**src/rtl/serdes_pkg.sv**
```systemverilog
// Shared definitions for the serial encryptor/decryptor cores.
// No logic of its own; constants, receive-state type and key-byte helper.
// Backpressure: not applicable.
package serdes_pkg;

    localparam int BYTE_W    = 8;
    localparam int BIT_CNT_W = 3;

    // Key shared with the encryptor wrapper; its low byte (0x34) is the default key byte.
    localparam logic [127:0] DEFAULT_KEY = 128'h0F1E2D3C_4B5A6978_8796A5B4_C3D2E134;

    // Receive state is implied by the bit counter: zero means no partial byte is held.
    typedef enum logic {
        RX_IDLE    = 1'b0,
        RX_COLLECT = 1'b1
    } rx_state_t;

    // Pick byte 'sel' (0..15) out of the 128-bit key.
    function automatic logic [BYTE_W-1:0] key_byte(input logic [127:0] key, input int sel);
        return key[sel*BYTE_W +: BYTE_W];
    endfunction

endpackage

```
**src/rtl/serdes_byte_fifo.sv**
```systemverilog
// Small byte FIFO with a registered head entry (head reads 0 when empty).
// Latency: a push into an empty FIFO shows at the head one cycle later.
// Backpressure: push while full is refused unless a pop happens the same cycle.
module serdes_byte_fifo
    import serdes_pkg::*;
#(
    parameter int DEPTH = 2
) (
    input  logic              clk,
    input  logic              rst,
    input  logic              push,
    input  logic [BYTE_W-1:0] push_data,
    input  logic              pop,
    output logic [BYTE_W-1:0] head,
    output logic              full,
    output logic              empty,
    output logic              accepted
);

    localparam int AW = $clog2(DEPTH);

    logic [AW:0]       wptr, rptr, wptr_nx, rptr_nx;
    logic [BYTE_W-1:0] mem [DEPTH];
    logic [BYTE_W-1:0] head_nx;
    logic              pop_ok;

    // Extra wrap bit on each pointer separates full from empty.
    assign empty    = (wptr == rptr);
    assign full     = (wptr[AW] != rptr[AW]) && (wptr[AW-1:0] == rptr[AW-1:0]);
    assign pop_ok   = pop && !empty;
    assign accepted = push && (!full || pop_ok);

    // Next pointers and next head; the head may be the byte being pushed right now.
    always_comb begin
        rptr_nx = rptr + (AW+1)'(pop_ok);
        wptr_nx = wptr + (AW+1)'(accepted);
        head_nx = '0;
        if (rptr_nx != wptr_nx) begin
            if (accepted && (rptr_nx == wptr)) begin
                head_nx = push_data;
            end else begin
                head_nx = mem[rptr_nx[AW-1:0]];
            end
        end
    end

    // Pointer and registered-head update.
    always_ff @(posedge clk) begin
        if (rst) begin
            wptr <= '0;
            rptr <= '0;
            head <= '0;
        end else begin
            wptr <= wptr_nx;
            rptr <= rptr_nx;
            head <= head_nx;
        end
    end

    // Storage write; contents need no reset since the pointers gate every read.
    always_ff @(posedge clk) begin
        if (accepted) begin
            mem[wptr[AW-1:0]] <= push_data;
        end
    end

endmodule

```
**src/rtl/secure_serdes_decryptor_core.sv**
```systemverilog
// Deserialises an MSB-first cipher stream, XORs out the key byte and queues plaintext.
// Latency: out_valid rises one cycle after the 8th qualified bit.
// Backpressure: out_ready pops the FIFO; a byte completing into a full FIFO without a pop is dropped and flags overflow.
module secure_serdes_decryptor_core
    import serdes_pkg::*;
#(
    parameter int KEY_BYTE_SEL = 0,
    parameter int FIFO_DEPTH   = 2
) (
    input  logic              clk,
    input  logic              rst,
    input  logic [127:0]      key,
    input  logic              cipher_in,
    input  logic              cipher_valid,
    input  logic              sync_clr,
    output logic [BYTE_W-1:0] out_data,
    output logic              out_valid,
    input  logic              out_ready,
    output logic              overflow,
    output logic              frame_err,
    output logic [7:0]        byte_count
);

    logic [BIT_CNT_W-1:0] bit_cnt, bit_cnt_nx;
    logic [BYTE_W-1:0]    shreg, shreg_nx, plain;
    logic                 byte_done;
    logic                 fifo_full, fifo_empty, fifo_accepted;
    rx_state_t            rx_state;

    // Next receive state: resync clears, a qualified bit shifts in, the 8th bit completes a byte.
    always_comb begin
        rx_state   = (bit_cnt == '0) ? RX_IDLE : RX_COLLECT;
        bit_cnt_nx = bit_cnt;
        shreg_nx   = shreg;
        byte_done  = 1'b0;
        plain      = {shreg[BYTE_W-2:0], cipher_in} ^ key_byte(key, KEY_BYTE_SEL);
        if (sync_clr) begin
            bit_cnt_nx = '0;
            shreg_nx   = '0;
        end else if (cipher_valid) begin
            shreg_nx   = {shreg[BYTE_W-2:0], cipher_in};
            bit_cnt_nx = bit_cnt + 1'b1;
            byte_done  = (bit_cnt == '1);
        end
    end

    // Receive state, error flags and accepted-byte counter.
    always_ff @(posedge clk) begin
        if (rst) begin
            bit_cnt    <= '0;
            shreg      <= '0;
            overflow   <= 1'b0;
            frame_err  <= 1'b0;
            byte_count <= '0;
        end else begin
            bit_cnt   <= bit_cnt_nx;
            shreg     <= shreg_nx;
            frame_err <= sync_clr && (rx_state == RX_COLLECT);
            if (sync_clr) begin
                overflow <= 1'b0;
            end else if (byte_done && !fifo_accepted) begin
                overflow <= 1'b1;
            end
            if (fifo_accepted) begin
                byte_count <= byte_count + 8'd1;
            end
        end
    end

    assign out_valid = !fifo_empty;

    serdes_byte_fifo #(
        .DEPTH (FIFO_DEPTH)
    ) u_fifo (
        .clk       (clk),
        .rst       (rst),
        .push      (byte_done),
        .push_data (plain),
        .pop       (out_valid && out_ready),
        .head      (out_data),
        .full      (fifo_full),
        .empty     (fifo_empty),
        .accepted  (fifo_accepted)
    );

    // Full flag is only consumed inside the FIFO's accept rule.
    logic unused_full;
    assign unused_full = fifo_full;

endmodule

```
**config.mk**
```make
export PLATFORM = sky130hd
export DESIGN_NAME = secure_serdes_decryptor_core
export DESIGN_NICKNAME = d
export VERILOG_FILES = /design/src/rtl/serdes_pkg.sv /design/src/rtl/serdes_byte_fifo.sv /design/src/rtl/secure_serdes_decryptor_core.sv
export SDC_FILE = /design/constraint.sdc
export NUM_CORES = 1
export LEC_CHECK = 0
export CORE_UTILIZATION = 60
export CTS_CLUSTER_SIZE = 10
export DETAILED_ROUTE_END_ITERATION = 7
export DONT_BUFFER_PORTS = 1
export PLACE_DENSITY = 0.73
export SLEW_MARGIN = 10
export SYNTH_ARGS = -nofsm -noshare
export SYNTH_HDL_FRONTEND = slang
export SYNTH_SLANG_ARGS = --single-unit
```
**constraint.sdc**
```tcl
create_clock -name clk -period 3.8 [get_ports clk]
set_input_delay 0.76 -clock clk [delete_from_list [all_inputs] [get_ports clk]]
set_output_delay 0.76 -clock clk [all_outputs]
set_load 0.01 [all_outputs]
```
**After elaboration in Yosys (flattened, before gate mapping)**

Memory sizes are Yosys's and may differ from the RTL's.
Cells that the tools add are included.
Widths: inputs -> output; s select.

- Bits in writable memories: 16
- Word-level logic and storage cells: 41
- Memories kept: 1
- Register bits after elaboration: 32
- Output and inout port bits: 19

Memories:

| memory | depth | width | read ports | clocked after memory_dff | write ports | RTL line | text |
|---|---|---|---|---|---|---|---|
| u_fifo.mem | 2 | 8 | 1 | 0 | 1 | serdes_byte_fifo.sv:23 | `logic [BYTE_W-1:0] mem [DEPTH];` |

- Add/subtract/negate cells: 4
- Bitwise gates (word level): 2
- Reduce and logical (&&, ||, !) cells: 14
- Eq/ne operators: 6
- Mux-type cells: 6

Operator list:

| operator | count |
|---|---|
| $add 8x1->8 const B | 1 |
| $mux 8 | 1 |
| $xor 8x8->8 | 1 |
| $logic_and 1x1->1 | 7 |
| $mux 1 | 5 |
| $add 2x1->2 | 2 |
| $eq 2x2->1 | 2 |
| $reduce_or 2->1 | 2 |
| $add 3x1->3 const B | 1 |
| $eq 3x3->1 const B | 1 |
| $logic_not 1->1 | 3 |
| $logic_not 3->1 | 1 |
| $ne 2x2->1 | 1 |
| $eq 1x1->1 | 1 |
| $logic_or 1x1->1 | 1 |
| $ne 1x1->1 | 1 |
| $not 1->1 | 1 |

**Longest topological paths before layout**

Gate-level depths: netlist (run 1).

- Depth in word-level cells: 10
- Mapped depth: 10
- Mapped depth without buffers: 9

**Modules after synthesis**

Synthesis (run 1) repeated with hierarchy kept, for this count alone.

- Cells, all modules: 182
- Area, all modules: 2099.5 um2

By module, submodules not included:

| module | times used | area an instance (um2) | cells each |
|---|---|---|---|
| serdes_byte_fifo | 1 | 1207.4 | 89 |
| secure_serdes_decryptor_core | 1 | 892.1 | 93 |

**Worst setup path after synthesis (run 1)**

OpenSTA, ideal clock, no wires.

- Path kind: input to register
- From: input port sync_clr
- To: register u_fifo.head[7]
- Setup time: 0.086 ns
- Data required time: 3.714 ns
- Cell stages on the path: 8
- Arrival: 2.475 ns
- Slack: 1.240 ns
- Buffers on the path: 1
- Cell sequence: and3b_1 > o31a_1 > buf_2 > ha_1 > xnor2_1 > xnor2_1 > a21o_1 > a211oi_1

- Longest elaborated chain between the ends: 6

Ends and longest elaborated chain:

| what | RTL line | text |
|---|---|---|
| start: declaration | secure_serdes_decryptor_core.sv:15 | `input logic sync_clr,` |
| $mux 1 * | secure_serdes_decryptor_core.sv:37 | `if (sync_clr) begin` |
| $logic_and 1x1->1 * | serdes_byte_fifo.sv:31 | `assign accepted = push && (!full \|\| pop_ok);` |
| via fifo_accepted | secure_serdes_decryptor_core.sv:27 | `logic fifo_full, fifo_empty, fifo_accepted;` |
| $add 2x1->2 | serdes_byte_fifo.sv:36 | `wptr_nx = wptr + (AW+1)'(accepted);` |
| $ne 2x2->1 | serdes_byte_fifo.sv:38 | `if (rptr_nx != wptr_nx) begin` |
| $not 1->1 (no line) | - |  |
| $reduce_or 2->1 (no line) | - |  |
| end signal: assignment | serdes_byte_fifo.sv:56 | `head <= head_nx;` |
| end: declaration | serdes_byte_fifo.sv:14 | `output logic [BYTE_W-1:0] head,` |

The timed path passes the listed nets; every way through them passes the cells marked *.
A chain may end at the register's enable or synchronous reset.

**Worst setup path in the final report (run 1)**

- From: register u_fifo.rptr[1]
- To: register u_fifo.head[0]

RTL lines:

| what | RTL line | text |
|---|---|---|
| start: declaration | serdes_byte_fifo.sv:22 | `logic [AW:0] wptr, rptr, wptr_nx, rptr_nx;` |
| start signal: assignment | serdes_byte_fifo.sv:55 | `rptr <= rptr_nx;` |
| $eq 2x2->1 * | serdes_byte_fifo.sv:28 | `assign empty = (wptr == rptr);` |
| $logic_not 1->1 * | secure_serdes_decryptor_core.sv:70 | `assign out_valid = !fifo_empty;` |
| via out_valid | secure_serdes_decryptor_core.sv:17 | `output logic out_valid,` |
| $logic_and 1x1->1 | secure_serdes_decryptor_core.sv:79 | `.pop (out_valid && out_ready),` |
| $logic_and 1x1->1 * | serdes_byte_fifo.sv:30 | `assign pop_ok = pop && !empty;` |
| $add 2x1->2 * | serdes_byte_fifo.sv:35 | `rptr_nx = rptr + (AW+1)'(pop_ok);` |
| via u_fifo.rptr_nx[0] | serdes_byte_fifo.sv:22 |  |
| $eq 2x2->1 / $ne 2x2->1 (equally long branches) | serdes_byte_fifo.sv:39, serdes_byte_fifo.sv:38 |  |
| $logic_and 1x1->1 / $not 1->1 (equally long branches) | - |  |
| $mux 8 / $reduce_or 2->1 (equally long branches) | - |  |

Marks and branches as above.

==> metrics, run 1 <==
TNS Setup=0 ns; P&R area growth vs syn=6.224%; gr usage total=0.2164; die width=~61 µm; switching share of power=0.1944; CP Cell Sequence=xnor2_1, nand2b_1, and2_1, ha_1, buf_4, xor2_1, buf_4, nor2_4, a221oi_1, a211oi_1; post-route insts no fill=226; P_int=about 0.7 mW; Worst Path Max Fanout=19; delay-heaviest family, CP=simple AND/OR/NAND/NOR gates; placed insts=roughly 220; Top Ports=approximately 150; max-slew violations=0; wire per inst=16.51 µm; logic gate share of total power=0.022; Bufs and invs on worst path=2; sw power=~0.17 mW; antenna violations before repair=0; Clk Latency, worst-skew pair=approximately 0.36 ns; sequential share of the synthesized area=0.5414; Max stage delay on crit path=0.43 ns; DR vias/cell=approximately 6; most frequent cells in the layout=dfxtp_1, nor2_1, edfxtp_1, xor2_1, mux2i_1; Worst slew margin=0.6809; Finished Core Util=0.6976; slowest stage cell, crit path=xnor2_1; CTS tree=done; vias=between 1,000 and 1,500; detailed router's first-iteration violation count=79; Clk network pwr share=0.363; Die Area=around 3700 µm²; outcome=complete, no violations; mapped cell area=slightly above 2000 µm²; Final setup viols=0; share of cells above drive strength 1=0.08791; total CTS buffers=5; Pre-antenna DRT Iters=4; fin crit period=~2.8 ns; GP Congestion=0.8365; Die Y=between 60 and 70 µm; Site Rows=20; most common cell after layout, fill and taps aside=dfxtp_1; Max IR drop VDD=slightly below 0.3 mV; setup bufs post-CTS=0; antenna-violating nets left=0; Avg Cell Area, Syn=11.63 µm²; Clock Path Buffers=2; vias in the first global route=1,235; Fin. Hold Viols=0; routed wire length=~3700 µm; Port Buffer Count=0; RSZ-0062 raised after global routing=no; WP data required=slightly above 4 ns; skew final=roughly 0.015 ns; grt total ovfl=0; htree depth=2; element type at the critical path start=flip-flop; Netlist cell types=37; DRC=0; Leakage=between 0.8 and 0.9 nW; hold_buf cts=0; Yosys top cell by area=dfxtp_1; core area=3153 µm²; post-synth top area share=0.3094; syn_nets=319; Worst-path clk slew=about 0.14 ns; Root Buffer=clkbuf_4; nets@finish=322; # diodes=0; part of the power in registers=0.615; # Max-Cap Violations=0; Worst Hold Class=in2reg; first-pass GRT wire length=about 5600 µm; post-route cell area=2200 µm²; CP arrival=roughly 3.1 ns; Synth Register Bits=48; Syn. warnings=0; Area contributors post-synth=dfxtp_1, edfxtp_1, xor2_1; cell mode on critical path=buf_4; worst-margin pin slew=about 0.48 ns; area post-placement=about 2100 µm²; # clock sinks=48; crit share post-route=0.7352; Post-Synthesis Cells=178; largest net degree at the start of global routing=23; PwrDens=a little under 400 nW/µm²; HPWL after DPL=2642 µm; initial core utilization=0.6567; crit path kind=reg2reg; Post-CTS Resized=0; FMAX=approximately 360 MHz; Worst Setup End Kind=flip-flop
cell type report:
type	count	area [µm²]
clock buffer	6	51.30
timing repair buffer	3	22.52
fill	262	953.4
sequential	48	1121
clock inverter	2	38.79
inverter	3	11.26
multi-input combinational	120	899.6
tap	44	55.05
synth_stat cells, drive strengths merged:
cell and n:
nor3b 1, ha 7, and2 1, o311ai 3
buf 3, inv 3, mux2i 10, xor2 13
a21o 1, nand2b 1, nor3 9, nand2 2
a211oi 8, and2b 2, xnor2 6, and3 3
a21oi 5, or2 1, and3b 1, a21bo 1
or3 3, xor3 1, nor2 19, o21ai 3
a221oi 8, nand4 1, clkbuf 4, edfxtp 16
nor2b 8, nand3b 1, o31a 1, dfxtp 32
state kept, by name, indices dropped and copies added, names as in the netlist:
register	count
shreg	7
bit_cnt	3
u_fifo.wptr	2
u_fifo.rptr	2
overflow	1
u_fifo.head	8
byte_count	8
frame_err	1
u_fifo.mem	16
final timing paths:
check	startpoint	end	slack (ns)	depth (start not counted)
setup reg to reg	u_fifo.rptr[1]	u_fifo.head[0]	1.01	10
hold reg to reg	shreg[6]	shreg[6]	0.55	2
hold / removal	rst	byte_count[4]	0.44	1
setup / recovery	u_fifo.rptr[1]	u_fifo.head[0]	1.01	10
per-layer routing:
layer / vias to the layer above / GRT usage / wire length, µm
met2: 34 / 0.3752 / 1886
met4: 0 / 0.09091 / 67
li1: 646 / - / -
met5: - / 0 / 0
met1: 632 / 0.2414 / 1560
met3: 7 / 0.07676 / 217
stage by stage:
stage | setup WS [ns] | total power [mW] | hold WS [ns]
6_report | 1.006 | 0.8667 | 0.4426
5_1_grt | 0.8054 | 0.8912 | 0.4164
4_1_cts | 0.9970 | 0.8735 | 0.4268
3_5_place_dp | 0.8657 | 0.5633 | 0.5200
3_3_place_gp | 0.9398 | 0.5622 | 0.4971
2_1_floorplan | 1.240 | 0.5627 | 0.4812
cells by family (layout without fill, tap and decap cells):
group / count (synthesis) / count (layout) / share of synthesized area
and+or+nand+nor: 53 / 53 / 0.1366
muxes: 10 / 10 / 0.04834
AOI/OAI and AO/OA: 30 / 30 / 0.1112
adders and majority gates: 7 / 7 / 0.04229
buffers and inverters: 10 / 14 / 0.02417
DFF: 48 / 48 / 0.5414
xor gates and xnor gates: 20 / 20 / 0.09607
power by group through the flow:
stage                     Combinational (mW)  Clock, mW  Sequential [mW]
after CTS                             0.0193      0.322            0.533
after detailed placement              0.0192          0            0.544
after floorplan                       0.0189          0            0.544
after global routing                  0.0216      0.337            0.533
final                                 0.0192      0.315            0.533
after global placement                0.0182          0            0.544
Note: power is estimated with default switching activity, not from simulation.
==> run 2: changes to the inputs <==
- clock period: 3.8 -> 2.6 ns (I/O delays scaled with it)
==> run 2 against run 1 <==
Effect of this change: first-iteration DRC count grew 68%; design area increased by 1.5%; critical path type unchanged; global-route usage rose by 0.22 points; worst hold slack worse by 0.24 ns; highest routed layer unchanged; sequential power up 46%; critical path depth is 2 lower; clock-buffer cell count down 1; setup slack got worse by 0.86 ns; final cell count grew 2.2%; combinational power is 47% higher.
==> metrics, run 2 (same netlist as run 1, synthesis figures left out) <==
detailed router's first-iteration violation count=133 (+68%); Clock Path Buffers=2 (unchanged); htree depth=2 (unchanged); nets@finish=327 (+1.6%); fin crit period=2.454 ns (-0.3403 ns); GP Congestion=0.8749 (+4.6%); sw power=0.2575 mW (+53%); R2R depth=8 (-2); Pre-antenna DRT Iters=4 (unchanged); core area=3153 µm² (unchanged); DRC=0 (unchanged); crit path kind=reg2reg; CTS tree=done; worst-margin pin slew=0.4034 ns (-0.07183 ns); switching share of power=0.2054 (+0.01096); Die Area=3690 µm² (unchanged); RSZ-0062 raised after global routing=no; Root Buffer=clkbuf_4; Clk network pwr share=0.356 (-0.007); # Max-Cap Violations=0 (unchanged); vias=1,354 (+2.7%); total CTS buffers=5 (unchanged); HPWL after DPL=2716 µm (+2.8%); Worst slew margin=0.7277 (+0.04675); Worst Hold Endpoint=u_fifo.wptr[0]; Die Y=60.75 µm (unchanged); Crit Reg-Reg Endpoint=u_fifo.head[0]; FMAX=407.6 MHz (+14%); P_int=0.9960 mW (+43%); Final setup viols=0 (unchanged); reg2reg setup slack=0.15 ns (-0.86 ns); Port Buffer Count=0 (unchanged); placed insts=223 (+2.3%); Largest register FFs=16 (unchanged); Setup crit start=u_fifo.rptr[0]; routed wire length=3673 µm (-1.6%); post-route insts no fill=231 (+2.2%); antenna-violating nets left=0 (unchanged); crit share post-route=0.9437 (+0.2085); element type at the critical path start=flip-flop; largest net degree at the start of global routing=19 (-17%); Hold Path Stages=1 (unchanged); first-pass GRT wire length=5678 µm (+2.0%); area post-placement=2147 µm² (+1.8%); max-slew violations=0 (unchanged); PwrDens=561.2 nW/µm² (+42%); Clk Latency, worst-skew pair=0.36 ns (about the same); CP arrival=2.72 ns (-0.34 ns); outcome=complete, no violations; part of the power in registers=0.621 (+0.006); setup bufs post-CTS=0 (unchanged); most common cell after layout, fill and taps aside=dfxtp_1; DR vias/cell=5.861 (+0.43%); grt total ovfl=0 (unchanged); Max IR drop VDD=0.3570 mV (+23%); Top Ports=153 (unchanged); HP Start=rst; logic gate share of total power=0.023 (about the same); Site Rows=20 (unchanged); post-route cell area=2233 µm² (+1.5%); most frequent cells in the layout=dfxtp_1, nor2_1, edfxtp_1, xor2_1, mux2i_1; # clock sinks=48 (unchanged); P&R area growth vs syn=7.855%; Worst Path Max Fanout=8 (-11); fillcell total=245 (-6.5%); gr usage total=0.2186 (+0.002165); initial core utilization=0.6567 (unchanged); wire per inst=15.90 µm (-3.7%); reg-to-reg startpoint=u_fifo.rptr[0]; Leakage=0.8597 nW (+2.8%); vias in the first global route=1,282 (+3.8%); # diodes=0 (unchanged); Fin. Hold Viols=0 (unchanged); share of cells above drive strength 1=0.1176 (+0.02973); die width=60.75 µm (unchanged); TNS Setup=0 ns (unchanged); Worst Setup End Kind=flip-flop; WP data required=2.87 ns (-1.20 ns); antenna violations before repair=0 (unchanged); Worst-path clk slew=0.14 ns (about the same); skew final=0.01089 ns (-0.003741 ns); Worst Hold Class=in2reg; Finished Core Util=0.7083 (+0.01071)
-- run 2: worst max-delay path, stage by stage (launching register included) --
cell	delay (ns)
dfxtp_1	0.41
xor2_2	0.27
nand2b_1	0.21
and2_1	0.14
ha_1	0.18
xor3_2	0.48
nor2_4	0.24
a221oi_1	0.12
a211oi_1	0.30
-- run 2: through the flow --
stage	hold WS [ns]	power, mW	setup slack, ns
after floorplan	0.4812	0.8224	0.08139
after global placement	0.5009	0.8217	0.2303
after detailed placement	0.5162	0.8234	0.1295
after CTS	0.1861	1.262	0.1012
after global routing	0.1778	1.296	0.05469
final	0.2053	1.253	0.1463
-- run 2: area by class of cell --
cell class	instances	area, µm²	area share
Clock buffer	5	37.54	0.01681
Multi-Input combinational cell	120	899.6	0.4028
Tap cell	44	55.05	0.02465
Inverter	3	11.26	0.005042
Sequential cell	48	1122	0.5025
Clock inverter	3	47.55	0.02129
Timing Repair Buffer	8	60.06	0.02689
-- run 2: power by group through the flow --
stage / Clock [mW] / Sequential [mW] / Combinational [mW]
after global placement: 0 / 0.795 / 0.0266
after floorplan: 0 / 0.795 / 0.0276
after detailed placement: 0 / 0.795 / 0.0280
final: 0.446 / 0.779 / 0.0283
after CTS: 0.455 / 0.779 / 0.0281
after global routing: 0.485 / 0.779 / 0.0314
-- run 2: timing repair --
action,CTS,global route
endpoints found under the hold margin,0,0
endpoints found under the setup margin,0,2
hold buffers,0,0
gates resized for setup,0,1
-- run 2: layer usage --
metal	track usage	share of wire
met5	0	0
met4	0.1006	0.018
met3	0.06183	0.053
met2	0.3595	0.50
met1	0.2672	0.43
-- run 2: worst max-delay path by stage --
stage / cells past startpoint / slack [ns] / endpoint
CTS: 8 / 0.10 / u_fifo.head[6]
finish: 8 / 0.15 / u_fifo.head[0]
global route: 8 / 0.05 / u_fifo.head[0]
floorplan: 9 / 0.08 / u_fifo.head[0]
detailed placement: 8 / 0.13 / u_fifo.head[6]
global placement: 8 / 0.23 / u_fifo.head[0]
